--- config.mk ---
export PLATFORM = sky130hd
export DESIGN_NAME = regfile_wb_arbiter
export DESIGN_NICKNAME = d
export VERILOG_FILES = /design/src/rtl/regfile_wb_arbiter.sv
export SDC_FILE = /design/constraint.sdc
export NUM_CORES = 1
export LEC_CHECK = 0
export ABC_AREA = 1
export CAP_MARGIN = 15
export CORE_ASPECT_RATIO = 1.1
export CORE_MARGIN = 1.5
export CORE_UTILIZATION = 56
export DETAILED_ROUTE_END_ITERATION = 10
export DONT_BUFFER_PORTS = 1
export HOLD_SLACK_MARGIN = 0.03
export PLACE_DENSITY = 0.71
export RECOVER_POWER = 25
export REMOVE_ABC_BUFFERS = 1
export SKIP_CTS_REPAIR_TIMING = 1
export SLEW_MARGIN = 20
export SYNTH_ARGS = -nofsm -noshare
export SYNTH_HDL_FRONTEND = slang
export SYNTH_SLANG_ARGS = --single-unit
export TNS_END_PERCENT = 20
--- constraint.sdc ---
create_clock -name clock -period 4.3 [get_ports clock]
set_clock_uncertainty 0.15 [all_clocks]
set_input_delay 0.645 -clock clock [delete_from_list [all_inputs] [get_ports clock]]
set_output_delay 0.645 -clock clock [all_outputs]
set_load 0.02 [all_outputs]
--- src/rtl/regfile_wb_arbiter.sv ---
// Round-robin arbiter sharing the register file write port among ALU (0),
// multdiv (1) and load (2) writeback sources, with a registered write stage.
module regfile_wb_arbiter #(
  parameter int DATA_W = 32,
  parameter int ADDR_W = 5
) (
  input  logic                  clock,
  input  logic                  reset,
  input  logic                  wb_hold,
  input  logic [2:0]            req_valid,
  input  logic [3*ADDR_W-1:0]   req_reg,
  input  logic [3*DATA_W-1:0]   req_data,
  output logic [2:0]            req_ready,
  output logic                  ctrl_writeEnable,
  output logic [ADDR_W-1:0]     ctrl_writeReg,
  output logic [DATA_W-1:0]     data_writeReg,
  output logic [1:0]            rr_ptr
);

  logic [2:0]        grant_p0;
  logic [1:0]        gidx_p0;
  logic [1:0]        cand_p0;
  logic              xfer_p0;
  logic [ADDR_W-1:0] sel_reg_p0;
  logic [DATA_W-1:0] sel_data_p0;

  // Modulo-3 add; base and step are always in 0..2.
  function automatic logic [1:0] wrap3(input logic [1:0] base, input logic [1:0] step);
    logic [2:0] sum;
    sum = {1'b0, base} + {1'b0, step};
    wrap3 = (sum >= 3'd3) ? 2'(sum - 3'd3) : sum[1:0];
  endfunction

  // Stage p0: combinational grant. Scan lowest priority first so the
  // highest-priority valid source (at rr_ptr) is the last one written.
  always_comb begin
    grant_p0 = '0;
    gidx_p0  = '0;
    cand_p0  = '0;
    if (!reset && !wb_hold) begin
      for (int k = 2; k >= 0; k--) begin
        cand_p0 = wrap3(rr_ptr, 2'(k));
        if (req_valid[cand_p0]) begin
          grant_p0          = '0;
          grant_p0[cand_p0] = 1'b1;
          gidx_p0           = cand_p0;
        end
      end
    end
  end

  assign req_ready = grant_p0;
  assign xfer_p0   = |grant_p0;

  always_comb begin
    sel_reg_p0  = req_reg[0 +: ADDR_W];
    sel_data_p0 = req_data[0 +: DATA_W];
    case (gidx_p0)
      2'd1: begin
        sel_reg_p0  = req_reg[ADDR_W +: ADDR_W];
        sel_data_p0 = req_data[DATA_W +: DATA_W];
      end
      2'd2: begin
        sel_reg_p0  = req_reg[2*ADDR_W +: ADDR_W];
        sel_data_p0 = req_data[2*DATA_W +: DATA_W];
      end
      default: ;
    endcase
  end

  // Stage p1: registered write port. A write to r0 still completes the
  // handshake and advances the pointer, but never asserts the enable.
  always_ff @(posedge clock or posedge reset) begin
    if (reset) begin
      ctrl_writeEnable <= 1'b0;
      ctrl_writeReg    <= '0;
      data_writeReg    <= '0;
      rr_ptr           <= 2'd0;
    end else begin
      ctrl_writeEnable <= xfer_p0 && (sel_reg_p0 != '0);
      if (xfer_p0) begin
        ctrl_writeReg <= sel_reg_p0;
        data_writeReg <= sel_data_p0;
        rr_ptr        <= wrap3(gidx_p0, 2'd1);
      end
    end
  end

endmodule

==> key figures, run 1 <==
Timing
  • Setup violators final: 0
  • Min Tclk post-route: 3440 ps
  • Post-route setup TNS: 0 ps
  • Rel. slew slack: -48.3%
  • Max Clock Freq: 0.291 GHz
  • RSZ-0062 raised after global routing: no
  • WHS: approximately 400 ps
  • Final Hold Vio Count: 0
  • Max-slew violation count: 41
  • Worst-margin pin slew: 2220 ps
  • Final worst path period share: around four fifths

Clock tree
  • Clock Path Buffers: 2
  • Number of CTS-inserted buffers: 5
  • Clock Sinks: 40
  • Root Buffer: clkbuf_8
  • Worst skew pair latency: just under 300 ps
  • Clock-pin transition on the worst setup and hold timing paths: 80 ps
  • CTS H-tree depth: 2
  • CTS tree: built

Power and ir drop
  • Sequential Power Share: approximately two fifths
  • Clock power frac: 13.3%
  • Comb power frac: a little under half
  • Net Switching: 0.00121 W
  • Leakage: 1.60 nW
  • Final Power: 0.00231 W
  • PwrDens: ~800 nW/um2
  • P_int: between 0.001 and 0.0015 W
  • Peak supply drop: 0.408 mV
  • Sw Ratio: between 50% and 60%

Placement
  • I/O Buffers: 0
  • DP Cell Count: 439
  • Hpwl dp: roughly 5200 um
  • Placed instance area: 2760 um2
  • GPL Wtd Cong: roughly 1

Synth
  • Number of synthesis warnings: 0
  • #FFs+latches synth: 40
  • Post-synthesis cell count: 407
  • Seq/Total Area, Yosys: 35.7%
  • Cell Area, Synth: 2800 um2
  • Netlist cell types: 21
  • Syn avg cell area: a little under 7 um2

Worst setup path
  • Worst EP required: 4390 ps
  • R2R depth: 19
  • Kind of critical path: reg2reg
  • CP Capture Type: flop
  • CP max FO: 25
  • R2r setup slk: 860 ps
  • Worst setup path endpoint: ctrl_writeEnable
  • Startpoint types: flop
  • Reg-to-Reg End: ctrl_writeEnable
  • Worst Setup SP: rr_ptr[0]
  • Crit path DAT: 3530 ps
  • R2r startpoint: rr_ptr[0]

Routing
  • DR pass1 iterations: 4
  • 1st-iter DRT viols: 144
  • Routed vias: 2707
  • Vias per inst: 6.06
  • Post-route ant nets: 0
  • # DRC: 0
  • Wire per inst: around 17 um
  • Total Wirelength: 7530 um

Run status
  • Failing checks: capacitance limit, slew limit
  • Status: finished with violations

Job
  • Max cap viols: 1

Layout
  • Layout area overhead: 2.19%
  • Final nets: approximately 510
  • Commonest non-fill, non-tap cell in the layout: nand2_1
  • Most frequent cells in the layout: nand2_1 (203), dfrtp_1 (40), nand4_1 (39)
  • Multi-input logic area: 1560 um2
  • Share of cells above drive strength 1: 5.37%
  • Fin cells: 447
  • Diodes inserted: 0
  • Register Area: 1000 um2
  • Fillers: 457
  • Post-route cell area: 2860 um2

Global routing
  • Vias in the first global route: 2654
  • Remaining global-route overflow: 0
  • Met2 Resource Use GR: about half
  • Antenna violations before repair: 0
  • Total track usage: between 20 and 30%
  • Largest net degree at the start of global routing: 42
  • First-pass GRT wire length: 12600 um
  • GRT met1 Usage: 34.3%
  • Gr busiest metal: met2
  • Grt met3 use: between 7 and 8%

Floorplanning
  • Number of cell rows: 26
  • Die Span Y: 77.2 um
  • CORE AREA: 4720 um2
  • Die Span X: 70.5 um
  • Io pins: 160
  • Starting density of the core: 59.4%
  • Die area: 5440 um2

Worst hold path
  • Hold Crit Class: in2reg
[critical path: stages, from the launching register on]
cell	delay, ps
dfrtp_1	500
inv_1	80
ha_1	380
inv_2	110
nand2_1	70
nand2_1	60
nand2_1	60
nand3_1	70
nand2_1	90
nand2_4	250
ha_1	620
buf_4	360
nand2_1	80
nand3_1	80
o21ai_0	90
inv_1	90
nor2_1	40
nand3_1	80
nand2_1	50
inv_1	60
[worst min-delay path by stage]
stage / start / end / slack (ps) / cells past startpoint
detailed placement: data_writeReg[5] / data_writeReg[5] / 510 / 2
floorplan: ctrl_writeReg[3] / ctrl_writeReg[3] / 490 / 2
global placement: data_writeReg[27] / data_writeReg[27] / 500 / 2
global route: req_data[3] / data_writeReg[3] / 410 / 4
CTS: reset / data_writeReg[16] / 230 / 2
finish: req_data[28] / data_writeReg[28] / 400 / 4
[flip-flops by register name, summed over array words and instances, names as in the netlist]
name	cells
data_writeReg	32
ctrl_writeEnable	1
rr_ptr	2
ctrl_writeReg	5
[layout make-up]
cell class	instances	area share, %
multi-input combinational	316	54.4
sequential	40	34.9
clock buffer	6	2.53
inverter	19	2.49
tap	56	2.45
timing repair buffer	8	1.97
clock inverter	2	1.22
[per-layer routing]
layer | part of all wire, % | vias to the layer above | wire, um
li1 | - | 1316 | -
met1 | 39 | 1241 | 2910
met2 | 50 | 133 | 3760
met3 | 8.8 | 17 | 662
met4 | 2.6 | 0 | 199
met5 | 0 | - | 0
[Yosys cell counts (all sizes together)]
library cell,instances,share of area (%)
a21oi,8,1.4
nand3,16,3.7
o21a,1,0.27
ha,5,2.2
nand2,205,28
o21ai,3,0.54
inv,19,2.5
dfrtp,40,36
clkbuf,7,0.94
nor2,7,0.94
a22o,32,10
nand4,39,8.7
buf,25,5.2
[cells by family after synthesis]
group | Yosys count | synth area share [%]
buffers and inverters | 51 | 8.71
AOI/OAI and AO/OA | 44 | 12.2
adders and majority gates | 5 | 2.23
DFF | 40 | 35.7
and+or+nand+nor | 267 | 41.1
[through the flow]
step                      worst slack, ps  utilization [%]
after global routing                  463             60.7
final                                 861             60.7
after detailed placement              868             58.5
after CTS                             848             60.8
after floorplan                       150                -
after global placement               1030             58.5
[power by group through the flow]
| stage | Clock, W | Sequential, W | Combinational (W) |
|---|---|---|---|
| after floorplan | 0 | 0.000861 | 0.000860 |
| after global placement | 0 | 0.000912 | 0.00107 |
| after detailed placement | 0 | 0.000913 | 0.00110 |
| final | 0.000307 | 0.000904 | 0.00110 |
| after global routing | 0.000327 | 0.000922 | 0.00128 |
| after CTS | 0.000313 | 0.000908 | 0.00110 |
Note: power is estimated with default switching activity, not from simulation.
==> inputs of run 2 (changes only) <==
PLACE_DENSITY = 0.74   (was 0.71)
clock period = 2.95 ns   (was 4.3 ns; I/O delays follow)
==> run 2 against run 1 <==
- critical path depth decreased by 1
- combinational power increased by 69%
- via count increased by 3.3%
- register-to-register slack got worse by 700 ps
- critical path type unchanged
- the run now ends clean
- sequential power increased by 44%
- hold slack got worse by 200 ps
- worst setup slack got worse by 700 ps
- final area increased by 5.5%
- wire length increased by 1.0%
- die area unchanged
==> key figures, run 2 (synthesized netlist as in run 1, its figures left out) <==
Layout
  • Register Area: 1000 um2
  • Multi-input logic area: 1570 um2
  • Most flop-heavy register: data_writeReg
  • Layout area overhead: 7.86%
  • Commonest non-fill, non-tap cell in the layout: nand2_1
  • Final nets: 532
  • Share of cells above drive strength 1: 10.2%
  • Fillers: 458
  • Diodes inserted: 0
  • Top flop regs: data_writeReg (32), ctrl_writeReg (5), rr_ptr (2)
  • Max FFs per register: 32
  • Most frequent cells in the layout: nand2_1 (203), dfrtp_1 (40), nand4_1 (39)

Timing
  • Final Hold Vio Count: 0
  • Fin worst setup slack: ~160 ps
  • WHS: 203 ps
  • Worst-margin pin slew: ~900 ps
  • Min Tclk post-route: 2790 ps
  • Final worst path period share: 94.5%
  • Max-slew violation count: 0
  • Rel. slew slack: 40.1%
  • Max Clock Freq: 0.359 GHz
  • Setup violators final: 0

Floorplanning
  • Number of cell rows: 26
  • CORE AREA: 4720 um2
  • Io pins: 160
  • Starting density of the core: 59.4%
  • Die Span X: roughly 70 um
  • Die Span Y: 77.2 um
  • Die area: ~5400 um2

Worst setup path
  • Kind of critical path: reg2reg
  • CP Capture Type: flop
  • Slowest Stage Delay on Critical Path: 410 ps
  • Crit path DAT: 2830 ps
  • Worst EP required: ~3000 ps
  • CP max FO: 7
  • R2R depth: 18
  • R2r startpoint: rr_ptr[1]
  • Crit path max-delay family: simple AND/OR/NAND/NOR gates
  • Startpoint types: flop
  • R2r setup slk: 160 ps
  • CP cell instances: inv_1, ha_1, inv_2, nand2_1, nand3_2, a21oi_1, nand2_1, nand2_4, inv_1, ha_4, clkinvlp_4, buf_4, nor2_1, a21oi_1, nor2_1, nand3_1, nand2_1, inv_1
  • CP max-delay cell: dfrtp_1
  • Reg-to-Reg End: ctrl_writeEnable
  • Buf+Inv Stages, Crit Path: 6

Placement
  • Pre-CTS setup slack: 81.0 ps
  • Hpwl dp: ~5300 um
  • GPL Wtd Cong: 0.890
  • I/O Buffers: 0

Routing
  • # DRC: 0
  • Routed vias: around 2800
  • DR pass1 iterations: 4
  • Vias per inst: 6.00
  • Wire per inst: 16.3 um
  • Post-route ant nets: 0
  • 1st-iter DRT viols: about 160
  • Total Wirelength: 7600 um

Worst hold path
  • Hold Path Cell Cnt: 4
  • Hold Crit Endpoint: data_writeReg[14]
  • Hold Crit Start: req_data[14]
  • Hold Crit Class: in2reg

Power and ir drop
  • Sequential Power Share: 37.2%
  • P_int: 0.00168 W
  • Comb power frac: between 50% and 60%
  • Net Switching: 0.00183 W
  • Peak supply drop: ~0.6 mV
  • Clock power frac: 9.9%
  • PwrDens: 1160 nW/um2
  • Leakage: 1.68 nW
  • Sw Ratio: between 50% and 60%

Global routing
  • First-pass GRT wire length: 12400 um
  • Vias in the first global route: 2684
  • Largest net degree at the start of global routing: 42
  • Total track usage: 28.4%
  • Remaining global-route overflow: 0
  • Antenna violations before repair: 0

Clock tree
  • Clock-pin transition on the worst setup and hold timing paths: around 80 ps
  • Root Buffer: clkbuf_8
  • CTS H-tree depth: 2
  • Worst skew pair latency: 290 ps
  • Clock Path Buffers: 2
  • Clock Sinks: 40
  • Number of CTS-inserted buffers: 5
  • CTS tree: built

Job
  • Max cap viols: 0

Run status
  • Status: finished clean
[run 2: cell count changes in the layout (fill, tap and decap cells not counted), sizes merged]
cell / change
buf: +19
clkinvlp: +2
bufinv: -1
clkbuf: -1
dlygate4sd3: +1
inv: -1
[run 2: how the worst max path moves through the flow]
| stage | start | to | slack [ps] | cells after the start |
|---|---|---|---|---|
| finish | rr_ptr[1] | ctrl_writeEnable | 160 | 18 |
| global route | rr_ptr[1] | ctrl_writeEnable | -9 | 18 |
| CTS | rr_ptr[1] | data_writeReg[22] | 50 | 16 |
| detailed placement | rr_ptr[1] | data_writeReg[22] | 80 | 16 |
| global placement | rr_ptr[1] | data_writeReg[19] | 170 | 16 |
| floorplan | rr_ptr[0] | ctrl_writeEnable | -1200 | 17 |
[run 2: worst register-to-register path, stage by stage (launching register included)]
cell and delay [ps]:
dfrtp_1 410, inv_1 70, ha_1 230, inv_2 100, nand2_1 100, nand3_2 100, a21oi_1 150, nand2_1 110
nand2_4 90, inv_1 80, ha_4 320, clkinvlp_4 160, buf_4 170, nor2_1 80, a21oi_1 60, nor2_1 120
nand3_1 80, nand2_1 70, inv_1 50
[run 2: power by group through the flow]
stage | Clock, W | Combinational, W | Sequential, W
2_1_floorplan | 0 | 0.00125 | 0.00125
3_3_place_gp | 0 | 0.00168 | 0.00131
3_5_place_dp | 0 | 0.00173 | 0.00131
4_1_cts | 0.000358 | 0.00173 | 0.00131
5_1_grt | 0.000375 | 0.00211 | 0.00133
6_report | 0.000346 | 0.00186 | 0.00130
[run 2: stage by stage]
step / std cells / utilization (%) / instance area, um2 / power [W] / setup TNS (ps)
after floorplan: 375 / - / 2630 / 0.00251 / -36910
after global placement: 449 / 60.4 / 2850 / 0.00299 / 0
after detailed placement: 449 / 60.4 / 2850 / 0.00304 / 0
after CTS: 456 / 62.0 / 2930 / 0.00340 / 0
after global routing: 466 / 64.1 / 3020 / 0.00381 / -9.07
final: 466 / 64.1 / 3020 / 0.00351 / 0
[run 2: cell type report]
class	instances	area share (%)
timing repair buffer	27	7.33
clock buffer	6	2.40
clock inverter	1	0.166
timing repair inverter	1	0.248
inverter	19	2.48
tap	56	2.32
multi-input combinational	316	51.9
sequential	40	33.1
[run 2: routing by layer]
metal  track usage [%]  up-vias  part of all wire (%)
met2              49.8      136                    50
li1                  -     1353                     -
met3              7.62        8                   9.4
met4              8.46        0                   1.1
met1              33.6     1300                    39
met5                 0        -                     0
